[src/rtl/seq_det_ctrl.sv]
// Programmable serial-pattern detection controller: arms a session on start,
// counts pattern matches on qualified bits, and stops on target, window expiry or abort.
module seq_det_ctrl #(
    parameter int PAT_W = 8,
    parameter int CNT_W = 8,
    parameter int WIN_W = 16
) (
    input  logic                   clk,
    input  logic                   rst,
    input  logic [PAT_W-1:0]       cfg_pattern,
    input  logic [$clog2(PAT_W):0] cfg_len,
    input  logic                   cfg_overlap,
    input  logic [CNT_W-1:0]       cfg_target,
    input  logic [WIN_W-1:0]       cfg_window,
    input  logic                   start,
    input  logic                   abort,
    input  logic                   din,
    input  logic                   din_valid,
    output logic                   busy,
    output logic                   match,
    output logic [CNT_W-1:0]       match_count,
    output logic                   done,
    output logic                   timeout
);

    localparam int LEN_W = $clog2(PAT_W) + 1;
    localparam logic [LEN_W-1:0] FULL = LEN_W'(PAT_W);

    localparam logic [1:0] S_IDLE = 2'd0;
    localparam logic [1:0] S_RUN  = 2'd1;
    localparam logic [1:0] S_DONE = 2'd2;

    logic [1:0]       r_state;
    logic [PAT_W-1:0] r_pat;
    logic [LEN_W-1:0] r_len;
    logic             r_overlap;
    logic [CNT_W-1:0] r_target;
    logic [WIN_W-1:0] r_window;
    logic [PAT_W-1:0] r_hist;
    logic [LEN_W-1:0] r_fill;
    logic [WIN_W-1:0] r_wcnt;
    logic [CNT_W-1:0] r_count;
    logic             r_match;
    logic             r_done;
    logic             r_timeout;

    logic [LEN_W-1:0] w_len_clamp;
    logic             w_accept;
    logic [PAT_W-1:0] w_hist_nxt;
    logic [LEN_W-1:0] w_fill_inc;
    logic [PAT_W-1:0] w_mask;
    logic             w_hit;
    logic [CNT_W-1:0] w_count_nxt;
    logic [WIN_W-1:0] w_wcnt_inc;
    logic             w_tgt;
    logic             w_win;

    assign w_len_clamp = (cfg_len == '0 || cfg_len > FULL) ? FULL : cfg_len;
    assign w_accept    = (r_state == S_RUN) && din_valid;
    assign w_hist_nxt  = {r_hist[PAT_W-2:0], din};
    assign w_fill_inc  = (r_fill < FULL) ? r_fill + 1'b1 : r_fill;
    assign w_wcnt_inc  = r_wcnt + 1'b1;

    always_comb begin
        w_mask = '0;
        for (int i = 0; i < PAT_W; i++) begin
            w_mask[i] = (i < int'(r_len));
        end
    end

    // Match is judged on the history as it will be after this bit shifts in
    assign w_hit = w_accept && (w_fill_inc >= r_len)
                   && (((w_hist_nxt ^ r_pat) & w_mask) == '0);

    assign w_count_nxt = (w_hit && r_count != '1) ? r_count + 1'b1 : r_count;
    assign w_tgt = w_hit && (r_target != '0) && (w_count_nxt == r_target);
    assign w_win = w_accept && (r_window != '0) && (w_wcnt_inc == r_window) && !w_tgt;

    always_ff @(posedge clk or posedge rst) begin
        if (rst) begin
            r_state   <= S_IDLE;
            r_pat     <= '0;
            r_len     <= '0;
            r_overlap <= 1'b0;
            r_target  <= '0;
            r_window  <= '0;
            r_hist    <= '0;
            r_fill    <= '0;
            r_wcnt    <= '0;
            r_count   <= '0;
            r_match   <= 1'b0;
            r_done    <= 1'b0;
            r_timeout <= 1'b0;
        end else if (abort) begin
            r_state   <= S_IDLE;
            r_match   <= 1'b0;
            r_done    <= 1'b0;
            r_timeout <= 1'b0;
        end else if (start && r_state != S_RUN) begin
            r_state   <= S_RUN;
            r_pat     <= cfg_pattern;
            r_len     <= w_len_clamp;
            r_overlap <= cfg_overlap;
            r_target  <= cfg_target;
            r_window  <= cfg_window;
            r_hist    <= '0;
            r_fill    <= '0;
            r_wcnt    <= '0;
            r_count   <= '0;
            r_match   <= 1'b0;
            r_done    <= 1'b0;
            r_timeout <= 1'b0;
        end else if (r_state == S_RUN) begin
            r_match <= w_hit;
            if (din_valid) begin
                r_hist  <= w_hist_nxt;
                // Non-overlapping mode forgets history so the next match needs len fresh bits
                r_fill  <= (w_hit && !r_overlap) ? '0 : w_fill_inc;
                r_wcnt  <= w_wcnt_inc;
                r_count <= w_count_nxt;
                if (w_tgt) begin
                    r_state <= S_DONE;
                    r_done  <= 1'b1;
                end else if (w_win) begin
                    r_state   <= S_DONE;
                    r_timeout <= 1'b1;
                end
            end
        end else begin
            r_match <= 1'b0;
        end
    end

    assign busy        = (r_state == S_RUN);
    assign match       = r_match;
    assign match_count = r_count;
    assign done        = r_done;
    assign timeout     = r_timeout;

endmodule

[config.mk]
export PLATFORM = sky130hd
export DESIGN_NAME = seq_det_ctrl
export DESIGN_NICKNAME = d
export VERILOG_FILES = /design/src/rtl/seq_det_ctrl.sv
export SDC_FILE = /design/constraint.sdc
export NUM_CORES = 1
export LEC_CHECK = 0
export CELL_PAD_IN_SITES_DETAIL_PLACEMENT = 1
export CELL_PAD_IN_SITES_GLOBAL_PLACEMENT = 1
export CORE_ASPECT_RATIO = 1.1
export CORE_MARGIN = 2
export CORE_UTILIZATION = 35
export CTS_CLUSTER_SIZE = 25
export DETAILED_ROUTE_END_ITERATION = 8
export GPL_ROUTABILITY_DRIVEN = 0
export PLACE_DENSITY_LB_ADDON = 0.05
export SLEW_MARGIN = 20
export SYNTH_ARGS = -nofsm -noshare
export SYNTH_HDL_FRONTEND = slang
export SYNTH_SLANG_ARGS = --single-unit
[constraint.sdc]
create_clock -name clk -period 7.83 [get_ports clk]
set_clock_uncertainty 0.2 [all_clocks]
set_input_delay 1.566 -clock clk [delete_from_list [all_inputs] [get_ports clk]]
set_output_delay 1.566 -clock clk [all_outputs]
set_load 0.01 [all_outputs]
## Word level (Yosys, flattened, before mapping)

Index checks and enable logic that the tools add are counted.

| word-level totals | value |
|---|---|
| output and inout bits | 12 |
| flip-flop bits (word level) | 77 |
| input bits | 43 |
| word-level logic and storage cells | 102 |

| operators by class | value |
|---|---|
| order comparisons | 11 |
| equality and inequality tests | 6 |
| reductions and logical operators | 30 |
| mux-type cells | 36 |
| $add $sub $neg | 3 |
| bitwise operators | 3 |

Operators by type and width:

| cell | count |
|---|---|
| $mux 16 | 3 |
| $mux 8 | 4 |
| $mux 4 | 6 |
| $mux 7 | 3 |
| $add 16x1->16 const B | 1 |
| $eq 16x16->1 | 1 |
| $lt 3x4->1 const A | 4 |
| $reduce_bool 16->1 | 1 |
| $mux 1 | 14 |
| $mux 2 | 6 |
| $reduce_bool 3->1 | 4 |
| $logic_and 1x1->1 | 11 |
| $reduce_and 3->1 | 3 |
| $add 8x1->8 const B | 1 |
| $and 8x8->8 | 1 |
| $eq 8x8->1 | 1 |
| $logic_not 8->1 | 1 |
| $lt 1x4->1 const A | 2 |
| $lt 2x4->1 const A | 2 |
| $ne 8x8->1 const B | 1 |
| $reduce_bool 8->1 | 1 |
| $xor 8x8->8 | 1 |
| $add 4x1->4 const B | 1 |
| $ge 4x4->1 | 1 |
| other kinds (13) | 15 |

## Longest topological paths before layout

Gate-level depths: netlist (run 1).

| depth | value |
|---|---|
| word-level depth | 17 |
| depth in mapped cells | 12 |
| gate-level depth less buffers | 12 |

## Worst setup path after synthesis (run 1)

Ideal clock, no wire load.

| timing path | value |
|---|---|
| path kind | input -> register |
| start point | in din_valid |
| end point | reg r_timeout (netlist: timeout) |
| buffers on the path | 0 |
| path slack | 4.250 ns |
| arrival | 3.261 ns |
| library setup time | 0.120 ns |
| data required time | 7.510 ns |
| stages on the path | 8 |
| cell sequence | nand3b_1 -> a21oi_1 -> nand4_2 -> or2_4 -> or4_4 -> nor4_4 -> o211ai_1 -> a31o_1 |

| on the way | value |
|---|---|
| cells in the longest elaborated chain, start to end | 11 |
| elaborated cells between the ends (all ways) | 16 |
| those cells by class | 2 x eq/ne; 1 x mux; 13 x reduce/logical |

RTL lines:

| what | RTL line | source |
|---|---|---|
| from (decl) | 18 | `input logic din_valid,` |
| $logic_and 1x1->1 | 59 | `assign w_accept = (r_state == S_RUN) && din_valid;` |
| $logic_and 1x1->1 | 72 | `assign w_hit = w_accept && (w_fill_inc >= r_len)` |
| $logic_and 1x1->1 | 73 | `&& (((w_hist_nxt ^ r_pat) & w_mask) == '0);` |
| $logic_and 1x1->1 | 75 | `assign w_count_nxt = (w_hit && r_count != '1) ? r_count + 1'b1 : r_count;` |
| $mux 8 | 75 |  |
| $eq 8x8->1 | 76 | `assign w_tgt = w_hit && (r_target != '0) && (w_count_nxt == r_target);` |
| $logic_and 1x1->1 | 76 |  |
| $logic_not 1->1 | 77 | `assign w_win = w_accept && (r_window != '0) && (w_wcnt_inc == r_window) && !w_tgt;` |
| $logic_and 1x1->1 | 77 |  |
| $reduce_bool 3->1 (no source line) | -- |  |
| $reduce_and 4->1 (no source line) * | -- |  |
| to (signal assigned) | 93 | `r_timeout <= 1'b0;` |
| to (signal assigned) | 98 | `r_timeout <= 1'b0;` |
| to (signal assigned) | 112 | `r_timeout <= 1'b0;` |
| to (decl) | 45 | `logic r_timeout;` |

Mark *: on every way between the ends. The rest lies on a longest branch, timed or not.
A chain may end at the register's enable or synchronous reset.

## Final worst setup path (run 1)

Ends and elaborated chain as after synthesis.

==> results of run 1 <==
## sequential cells by signal (all words and copies together), names as in the netlist
register     flops
r_window        16
r_wcnt          16
match            1
match_count      8
timeout          1
r_hist           7
r_fill           4
r_target         8
r_len            4
r_overlap        1
r_state          2
r_pat            8
done             1
## cell usage after synthesis (3+ instances only)
cell | instances | area [µm²]
a21oi_1 | 19 | 95.09
or3_1 | 3 | 18.77
mux2i_1 | 5 | 50.05
inv_1 | 8 | 30.03
o21ai_0 | 48 | 240.2
nand4_1 | 4 | 25.02
o31ai_1 | 10 | 75.07
nor3_1 | 8 | 40.04
dfrtp_1 | 77 | 1927
ha_1 | 7 | 87.58
nor2_1 | 24 | 90.09
and3_1 | 6 | 37.54
and4_1 | 3 | 26.28
and2_1 | 8 | 50.05
nand2_1 | 134 | 503.0
nand3b_1 | 4 | 30.03
nor4_1 | 7 | 43.79
nand2b_1 | 10 | 62.56
xnor2_1 | 22 | 192.7
nand3_1 | 14 | 70.07
xor2_1 | 16 | 140.1
a22o_1 | 9 | 78.83
clkbuf_1 | 22 | 82.58
## final cells by class
class	count	area, µm²
fillers	1425	6774
multi-input cells	396	2310
flip-flops and latches	77	1927
repair buffers	57	566.8
clock buffers	12	266.5
well taps	154	192.7
inverters	8	30.03
clock inverters	3	20.02
## where the power goes
| part | internal, mW | total [mW] | switching, mW |
|---|---|---|---|
| clock | 0.238 | 0.406 | 0.168 |
| combinational | 0.0949 | 0.200 | 0.105 |
| sequential | 0.441 | 0.498 | 0.0572 |
## placed cells by master (no fill, tap or decap), types with 2 or more instances in the layout
cell type / synthesis / layout
nand2_1: 134 / 134
dfrtp_1: 77 / 77
clkdlybuf4s50_1: 0 / 54
o21ai_0: 48 / 48
nor2_1: 24 / 23
xnor2_1: 22 / 22
a21oi_1: 19 / 19
xor2_1: 16 / 16
nand3_1: 14 / 14
nand2b_1: 10 / 10
o31ai_1: 10 / 10
a22o_1: 9 / 9
clkbuf_16: 0 / 9
and2_1: 8 / 8
nor3_1: 8 / 8
inv_1: 8 / 7
nor4_1: 7 / 7
ha_1: 7 / 7
and3_1: 6 / 6
mux2i_1: 5 / 5
nand3b_1: 4 / 4
nand4_1: 4 / 4
or3_1: 3 / 3
and4_1: 3 / 3
clkbuf_8: 0 / 3
or2_2: 2 / 2
a31oi_1: 2 / 2
nor3_2: 2 / 2
clkinvlp_4: 0 / 2
buf_4: 0 / 2
## metal layers
| layer | up-vias | wire length (µm) | global-route usage [%] |
|---|---|---|---|
| met3 | 14 | 359 | 3.437 |
| met2 | 51 | 5813 | 31.67 |
| met1 | 1877 | 5716 | 27.05 |
| met4 | 0 | 223 | 7.031 |
| met5 | - | 0 | 0 |
| li1 | 1836 | - | - |
## cell families after synthesis
family	count (synthesis)
simple gates	236
compound gates	108
flops	77
xor+xnor	39
buf+inv	32
fa+ha+maj	7
mux	6
## worst min-delay path by stage
stage | start | to | cells after the start
finish | r_overlap | r_overlap | 2
global route | r_state[1] | r_state[1] | 1
CTS | r_overlap | r_overlap | 2
detailed placement | r_overlap | r_overlap | 2
global placement | r_overlap | r_overlap | 2
floorplan | r_overlap | r_overlap | 2
## stage by stage
step,hold WS (ps),std cells
6_report,290.2,707
5_1_grt,344.8,707
4_1_cts,299.3,707
3_5_place_dp,283.7,692
3_3_place_gp,284.7,692
2_1_floorplan,240.4,505
## worst max-delay path: stages
cell             delay (ps)
clkdlybuf4s50_1         490
nand3b_1                160
a21oi_1                 180
nand4_2                 190
or2_4                   310
or4_4                   550
nor4_4                  170
o211ai_1                170
a31o_1                  230
==> summary.md, run 1 <==
| Metric | Value |
|---|---|
| Post-layout nets | `between 500 and 600` |
| Measured slew at the worst slew-check pin | `slightly below 1000 ps` |
| Synthesized Nets | `~560` |
| Hold Vio Cnt, Final | `0` |
| WL/cell | `between 15 and 20 µm` |
| Synth Area in XOR/XNOR | `8.281%` |
| Routed WL | `12.11 mm` |
| Post-cts sizing count | `0` |
| Critical path type | `input port to flip-flop` |
| Layout area overhead | `22.08%` |
| CTS sink cnt | `between 70 and 80` |
| Slew Limit Headroom | `a little over a third` |
| Pwr dens | `about 210 nW/µm²` |
| R2R depth | `9` |
| CTS buffer count | `9` |
| Clock transition at path regs | `about 60 ps` |
| Grt ovf | `0` |
| Netlist Area Pre-Place | `4352 µm²` |
| Via density | `~5.3` |
| DRC viols | `0` |
| Tmin final | `around 4000 ps` |
| Final instance area | `between 5000 and 6000 µm²` |
| Fin crit share | `51.05%` |
| Max FO, Critical Path | `5` |
| Total number of vias | `around 3,800` |
| Post-CTS Repair Setup Buffers | `0` |
| Hold_buf cts | `0` |
| Vias in the first global route | `4,044` |
| CTS Buffer Depth | `2` |
| Yosys reg bits | `77` |
| Root buf cell | `clkbuf_16` |
| Post-DP Area | `approximately 5000 µm²` |
| Worst Setup EP | `timeout` |
| Die height | `approximately 120 µm` |
| R2r setup slk | `4430 ps` |
| Final setup TNS | `0 ps` |
| YS warnings | `0` |
| Final setup vio count | `0` |
| Mux contribution to synthesized area | `1.409%` |
| Rows | `42` |
| Final worst setup slack | `3833 ps` |
| Core area | `12,090 µm²` |
| Worst Setup SP | `din_valid` |
| Post-synthesis adder-cell area fraction | `a little over 2%` |
| Antenna Diode Count | `0` |
| CP arrival | `about 4000 ps` |
| Die Area | `~13,000 µm²` |
| First-pass GRT wire length | `20.40 mm` |
| CP Capture Type | `flip-flop` |
| Cells after Synth | `slightly above 500` |
| Post-placement worst setup slack | `roughly 3400 ps` |
| Leakage power | `2.342 nW` |
| Worst-Skew Late Latency | `roughly 340 ps` |
| Synth cell types | `between 50 and 60` |
| Post-Route Utilization | `between 40% and 50%` |
| # IOs | `between 50 and 60` |
| Most used DFF post-synth | `dfrtp_1` |
| Number of enable flip-flop cells after synthesis | `0` |
| DP HPWL | `about 8.5 mm` |
| Post-synthesis sequential area ratio | `~44%` |
| CP Data Required Time | `between 7000 and 8000 ps` |
| Initial antenna violation count | `0` |
| GRT Total Usage | `approximately 20%` |
| Peak supply drop | `0.1009 mV` |
| Violation count after the first detailed-route iteration | `133` |
| Initial Utilization | `approximately 36%` |
| TritonCTS clock tree | `built` |
| Post-synthesis compound-gate area fraction | `15.58%` |
| FMAX | `around 250 MHz` |
| Reg2reg end | `timeout` |
| Max cap viols | `0` |
| RSZ-0062 raised after global routing | `false` |
| HP Class | `flip-flop to flip-flop` |
| R2R Path Start | `match_count[0]` |
| DIE WIDTH | `~110 µm` |
| Max-slew violation count | `0` |
| Antenna Nets Post-Route | `0` |
| Status | `completed` |
| Synth Area in Simple Gates | `25.62%` |
| Layout cells sized above 1 | `6.329%` |
| DRT Pass-1 Iters | `4` |
| Largest family of logic cells by synthesized area | `simple AND/OR/NAND/NOR gates` |
| Syn Area/Cell | `between 8 and 9 µm²` |
| Total chip power | `between 1 and 1.5 mW` |
| Largest net degree at the start of global routing | `78` |
| Crit path launch type | `input port` |
| FFs w/ async S/R, synth | `100.0%` |
| H-tree lvl count | `3` |
| Port bufs | `54` |
(Power assumes the default switching activity.)
==> run 2, diff against run 1 <==
==> constraint.sdc (replaced) <==
create_clock -name clk -period 3.3 [get_ports clk]
set_clock_uncertainty 0.2 [all_clocks]
set_input_delay 0.66 -clock clk [delete_from_list [all_inputs] [get_ports clk]]
set_output_delay 0.66 -clock clk [all_outputs]
set_load 0.01 [all_outputs]
==> summary.md, run 2 (synthesized netlist as in run 1, its figures left out) <==
| Metric | Value |
|---|---|
| Routed WL | `~13 mm` |
| Leakage power | `around 2.5 nW` |
| Total chip power | `about 2.8 mW` |
| HP Class | `flip-flop to flip-flop` |
| Largest net degree at the start of global routing | `42` |
| Most frequent cells in the layout | `132 x nand2_1, 75 x dfrtp_1, 54 x clkdlybuf4s50_1` |
| Number of fill cells | `~1,400` |
| FMAX | `between 300 and 400 MHz` |
| Slew Limit Headroom | `~60%` |
| Grt ovf | `0` |
| Flop pwr share | `between 40% and 50%` |
| CTS buffer count | `9` |
| # IOs | `55` |
| Die height | `120.9 µm` |
| Total number of vias | `between 3,000 and 4,000` |
| DIE WIDTH | `between 100 and 150 µm` |
| CP arrival | `~3300 ps` |
| NetSw | `0.8027 mW` |
| H-tree lvl count | `3` |
| Hold WS | `roughly 300 ps` |
| CP Capture Type | `flip-flop` |
| Via density | `approximately 5.3` |
| Final Non-Filler Cells | `approximately 730` |
| Violation count after the first detailed-route iteration | `~150` |
| Combinational Power Share | `19.2%` |
| First-pass GRT wire length | `between 20 and 25 mm` |
| CP Data Required Time | `approximately 3300 ps` |
| CTS sink cnt | `77` |
| DP HPWL | `slightly above 9 mm` |
| Port bufs | `54` |
| Layout area overhead | `29.04%` |
| Die Area | `~13,000 µm²` |
| Post-layout nets | `about 620` |
| GRT Total Usage | `around a fifth` |
| TritonCTS clock tree | `built` |
| Core area | `approximately 12,000 µm²` |
| Hold_buf cts | `0` |
| Max-slew violation count | `0` |
| Layout cells sized above 1 | `roughly 12%` |
| Hold Vio Cnt, Final | `0` |
| R2r setup slk | `between 70 and 80 ps` |
| R2R depth | `10` |
| Antenna Nets Post-Route | `0` |
| Most common cell after layout, fill and taps aside | `nand2_1` |
| Critical path type | `flip-flop to flip-flop` |
| Sw Ratio | `around 28%` |
| Vias in the first global route | `slightly above 4,000` |
| DRT Pass-1 Iters | `4` |
| Status | `completed` |
| RSZ-0062 raised after global routing | `true` |
| Max FO, Critical Path | `4` |
| Tmin final | `approximately 3200 ps` |
| Worst-Skew Late Latency | `about 340 ps` |
| Max cap viols | `0` |
| Final setup TNS | `0 ps` |
| Antenna Diode Count | `0` |
| Root buf cell | `clkbuf_16` |
| Initial Utilization | `between 30% and 40%` |
| Fin crit share | `between 90% and 100%` |
| CTS Buffer Depth | `2` |
| Peak supply drop | `between 0.15 and 0.2 mV` |
| Pint | `between 2 and 2.5 mW` |
| Largest registers | `r_wcnt x16, r_window x16` |
| Placed cells | `708` |
| Final setup vio count | `0` |
| Clk pwr share | `39.1%` |
| Pwr dens | `between 500 and 600 nW/µm²` |
| Initial antenna violation count | `0` |
| Clock transition at path regs | `60 ps` |
| Rows | `between 40 and 50` |
| WL/cell | `17.34 µm` |
| Crit path launch type | `flip-flop` |
| DRC viols | `0` |
| Measured slew at the worst slew-check pin | `a little under 600 ps` |
| WHS Path Cells | `2` |
## run 2: cell count changes in the layout (fill, tap and decap cells not counted), sizes merged
cell | previous run | this run
bufinv | 0 | 2
clkinv | 1 | 2
buf | 3 | 26
clkinvlp | 2 | 0
## run 2: cell type report
class	instances	area, µm²	share of cell area, %
Inverter	8	30.03	0.5348
Timing Repair Buffer	80	760.7	13.55
Sequential cell	77	1929	34.36
Tap cell	154	192.7	3.431
Clock inverter	4	70.07	1.248
Multi-Input combinational cell	396	2376	42.31
Clock buffer	12	256.5	4.568
## run 2: through the flow
step / setup slack (ps) / util (%) / instance area, µm²
floorplan: 179.6 / - / 4352
global placement: 98.12 / 42.75 / 5167
detailed placement: -43.68 / 42.75 / 5167
CTS: 30.74 / 45.50 / 5499
global route: -38.36 / 46.46 / 5615
finish: 76.15 / 46.46 / 5615
## run 2: worst paths after layout
kind,from,end
worst max register to register,r_fill[1],timeout
worst max-delay path,r_fill[1],timeout
min in group asynchronous,rst,r_wcnt[4]
worst min-delay path,r_overlap,r_overlap
max in group asynchronous,rst,r_len[3]
worst min register to register,r_overlap,r_overlap
## run 2: metal layers
metal | track usage (%) | up-vias | routed length (µm)
met2 | 33.59 | 52 | 6265
met5 | 0 | - | 0
li1 | - | 1886 | -
met3 | 3.437 | 10 | 325
met1 | 28.20 | 1919 | 5952
met4 | 7.266 | 0 | 129
## run 2: power by group through the flow
stage,logic [mW],clock network [mW],registers [mW]
floorplan,0.332,0,1.15
finish,0.541,1.10,1.18
global route,0.614,1.17,1.20
detailed placement,0.499,0,1.19
global placement,0.485,0,1.19
CTS,0.506,1.13,1.18
## run 2: repair_timing
action                                  in CTS  in global routing
buffers inserted                             0                  7
pin swaps                                    0                 12
endpoints found under the setup margin       3                  4
resized for setup                            1                 14
hold endpoints to repair                     0                  0
## run 2: critical path, cell delays in order, from the launching register on
cell and delay, ps:
dfrtp_2 440, ha_4 240, mux2_4 290, ha_4 260
a2111o_1 140, nand4_2 100, or2_4 290, or4_4 500
nor4_4 240, o211ai_1 170, a31o_1 240
==> run 3, diff against run 2 <==
--- a/config.mk
+++ b/config.mk
@@ -10,6 +10,7 @@
 export CORE_ASPECT_RATIO = 1.1
 export CORE_MARGIN = 2
 export CORE_UTILIZATION = 35
+export CTS_BUF_LIST = sky130_fd_sc_hd__clkbuf_4
 export CTS_CLUSTER_SIZE = 25
 export DETAILED_ROUTE_END_ITERATION = 8
 export GPL_ROUTABILITY_DRIVEN = 0
==> constraint.sdc (replaced) <==
create_clock -name clk -period 3.3 [get_ports clk]
set_clock_uncertainty 0.2 [all_clocks]
set_input_delay 0.33 -clock clk [delete_from_list [all_inputs] [get_ports clk]]
set_output_delay 0.33 -clock clk [all_outputs]
set_load 0.1 [all_outputs]
==> summary.md, run 3 (synthesized netlist as in run 1, its figures left out) <==
| Metric | Value |
|---|---|
| Layout area overhead | `21.13%` |
| Critical path type | `flip-flop to flip-flop` |
| Final setup TNS | `0 ps` |
| CTS sink cnt | `77` |
| Fin crit share | `roughly 97%` |
| Worst-Skew Late Latency | `around 440 ps` |
| Pwr dens | `427.5 nW/µm²` |
| Total number of vias | `approximately 3,800` |
| Hold_buf cts | `0` |
| Cell Chain, Critical Path | `ha_1 > mux2_2 > ha_1 > a2111o_1 > nand4_2 > or2_4 > or4_4 > nor4_4 > o211ai_1 > a31o_1` |
| First-pass GRT wire length | `20.13 mm` |
| TritonCTS clock tree | `built` |
| Post-layout nets | `between 600 and 700` |
| Measured slew at the worst slew-check pin | `969.8 ps` |
| Violation count after the first detailed-route iteration | `94` |
| DIE WIDTH | `110.3 µm` |
| Total chip power | `~2.3 mW` |
| Post-DP Area | `roughly 5100 µm²` |
| Combinational Power Share | `between 20% and 30%` |
| Final Non-Filler Cells | `between 700 and 800` |
| Most frequent cells in the layout | `134 x nand2_1, 71 x dfrtp_1, 48 x o21ai_0` |
| Final setup vio count | `0` |
| Max cap viols | `0` |
| Antenna Nets Post-Route | `0` |
| Number of fill cells | `1,472` |
| Die Area | `~13,000 µm²` |
| Pint | `between 1.5 and 2 mW` |
| Largest net degree at the start of global routing | `between 40 and 50` |
| DRC viols | `0` |
| Most common cell on crit path | `ha_1` |
| Largest registers | `r_wcnt x16, r_window x16` |
| CP Data Required Time | `3430 ps` |
| Most common cell after layout, fill and taps aside | `nand2_1` |
| Root buf cell | `clkbuf_4` |
| Core area | `roughly 12,000 µm²` |
| Final instance area | `5271 µm²` |
| Flop pwr share | `52.1%` |
| Leakage power | `2.375 nW` |
| Tmin final | `approximately 3200 ps` |
| Hold WS | `115.3 ps` |
| DP HPWL | `between 8 and 9 mm` |
| HP Class | `input port to async pin` |
| Clk pwr share | `25.2%` |
| # IOs | `55` |
| Grt ovf | `0` |
| WL/cell | `between 15 and 20 µm` |
| Status | `completed` |
| Crit-path slowest cell | `or4_4` |
| Hold Vio Cnt, Final | `0` |
| Slew Limit Headroom | `a little over a third` |
| Placed cells | `~700` |
| Max stage delay on crit path | `roughly 550 ps` |
| Max FO, Critical Path | `4` |
| FMAX | `312.8 MHz` |
| Max-slew violation count | `0` |
| Rows | `42` |
| Port bufs | `between 50 and 60` |
| Vias in the first global route | `around 4,000` |
| CP Capture Type | `flip-flop` |
| Initial antenna violation count | `1` |
| Crit path launch type | `flip-flop` |
| Delay-heaviest family, CP | `simple AND/OR/NAND/NOR gates` |
| Clock transition at path regs | `about 140 ps` |
| Via density | `roughly 5.3` |
| Layout cells sized above 1 | `11.66%` |
| Die height | `~120 µm` |
| GRT Total Usage | `between 10% and 20%` |
| Initial Utilization | `36.00%` |
| RSZ-0062 raised after global routing | `true` |
| CTS buffer count | `9` |
| H-tree lvl count | `3` |
| CP Buf/Inv Count | `0` |
| CTS Buffer Depth | `2` |
| DRT Pass-1 Iters | `4` |
| Routed WL | `between 10 and 15 mm` |
| CP arrival | `around 3300 ps` |
| Sw Ratio | `32.91%` |
| Peak supply drop | `about 0.21 mV` |
| NetSw | `about 0.74 mW` |
run 3: cell types whose count changed in the layout (fill, tap and decap cells not counted), sizes merged:
cell           delta
clkdlybuf4s50    -11
clkbuf            -2
clkinv            +2
bufinv            -1
clkinvlp          +1
diode             +1
run 3: final cells by class:
cell class	count	area [µm²]	share of cell area (%)
clock inverters	6	53.80	1.021
flip-flops and latches	77	1934	36.70
inverters	8	30.03	0.5697
multi-input cells	396	2345	44.48
repair buffers	69	638.1	12.11
diodes	1	2.502	0.04747
clock buffers	10	75.07	1.424
well taps	154	192.7	3.655
run 3: path summary, 6_finish.rpt:
path,startpoint,to,slack [ps],cells past startpoint
setup reg to reg,r_fill[0],timeout,100,10
setup / recovery,r_fill[0],timeout,100,10
hold reg to reg,r_overlap,r_overlap,290,2
max in group asynchronous,rst,match_count[1],2030,3
min in group clk,cfg_window[10],r_window[10],210,3
hold / removal,rst,r_window[10],120,2
run 3: per-stage QoR:
step           utilization, %  setup slack [ps]
6_report                43.61             103.6
5_1_grt                 43.61            -36.69
4_1_cts                 43.30             32.70
3_5_place_dp            42.19            -21.05
3_3_place_gp            42.19             130.2
2_1_floorplan               -            0.5909
run 3: layer usage:
layer | up-vias | routed length (µm) | track usage, %
li1 | 1866 | - | -
met1 | 1887 | 6062 | 27.51
met2 | 44 | 5853 | 31.75
met3 | 7 | 291 | 3.061
met4 | 0 | 105 | 5.156
met5 | - | 0 | 0
run 3: power groups by stage:
stage / logic [mW] / clock network (mW) / registers, mW
finish: 0.511 / 0.568 / 1.17
floorplan: 0.342 / 0 / 1.15
detailed placement: 0.504 / 0 / 1.20
global route: 0.575 / 0.627 / 1.19
global placement: 0.489 / 0 / 1.19
CTS: 0.509 / 0.590 / 1.18
run 3: timing repair:
action	4_1_cts	5_1_grt
setup buffers	0	3
endpoints found under the hold margin	0	0
pin swaps	0	2
gates resized for setup	1	3
setup endpoints to repair	2	4
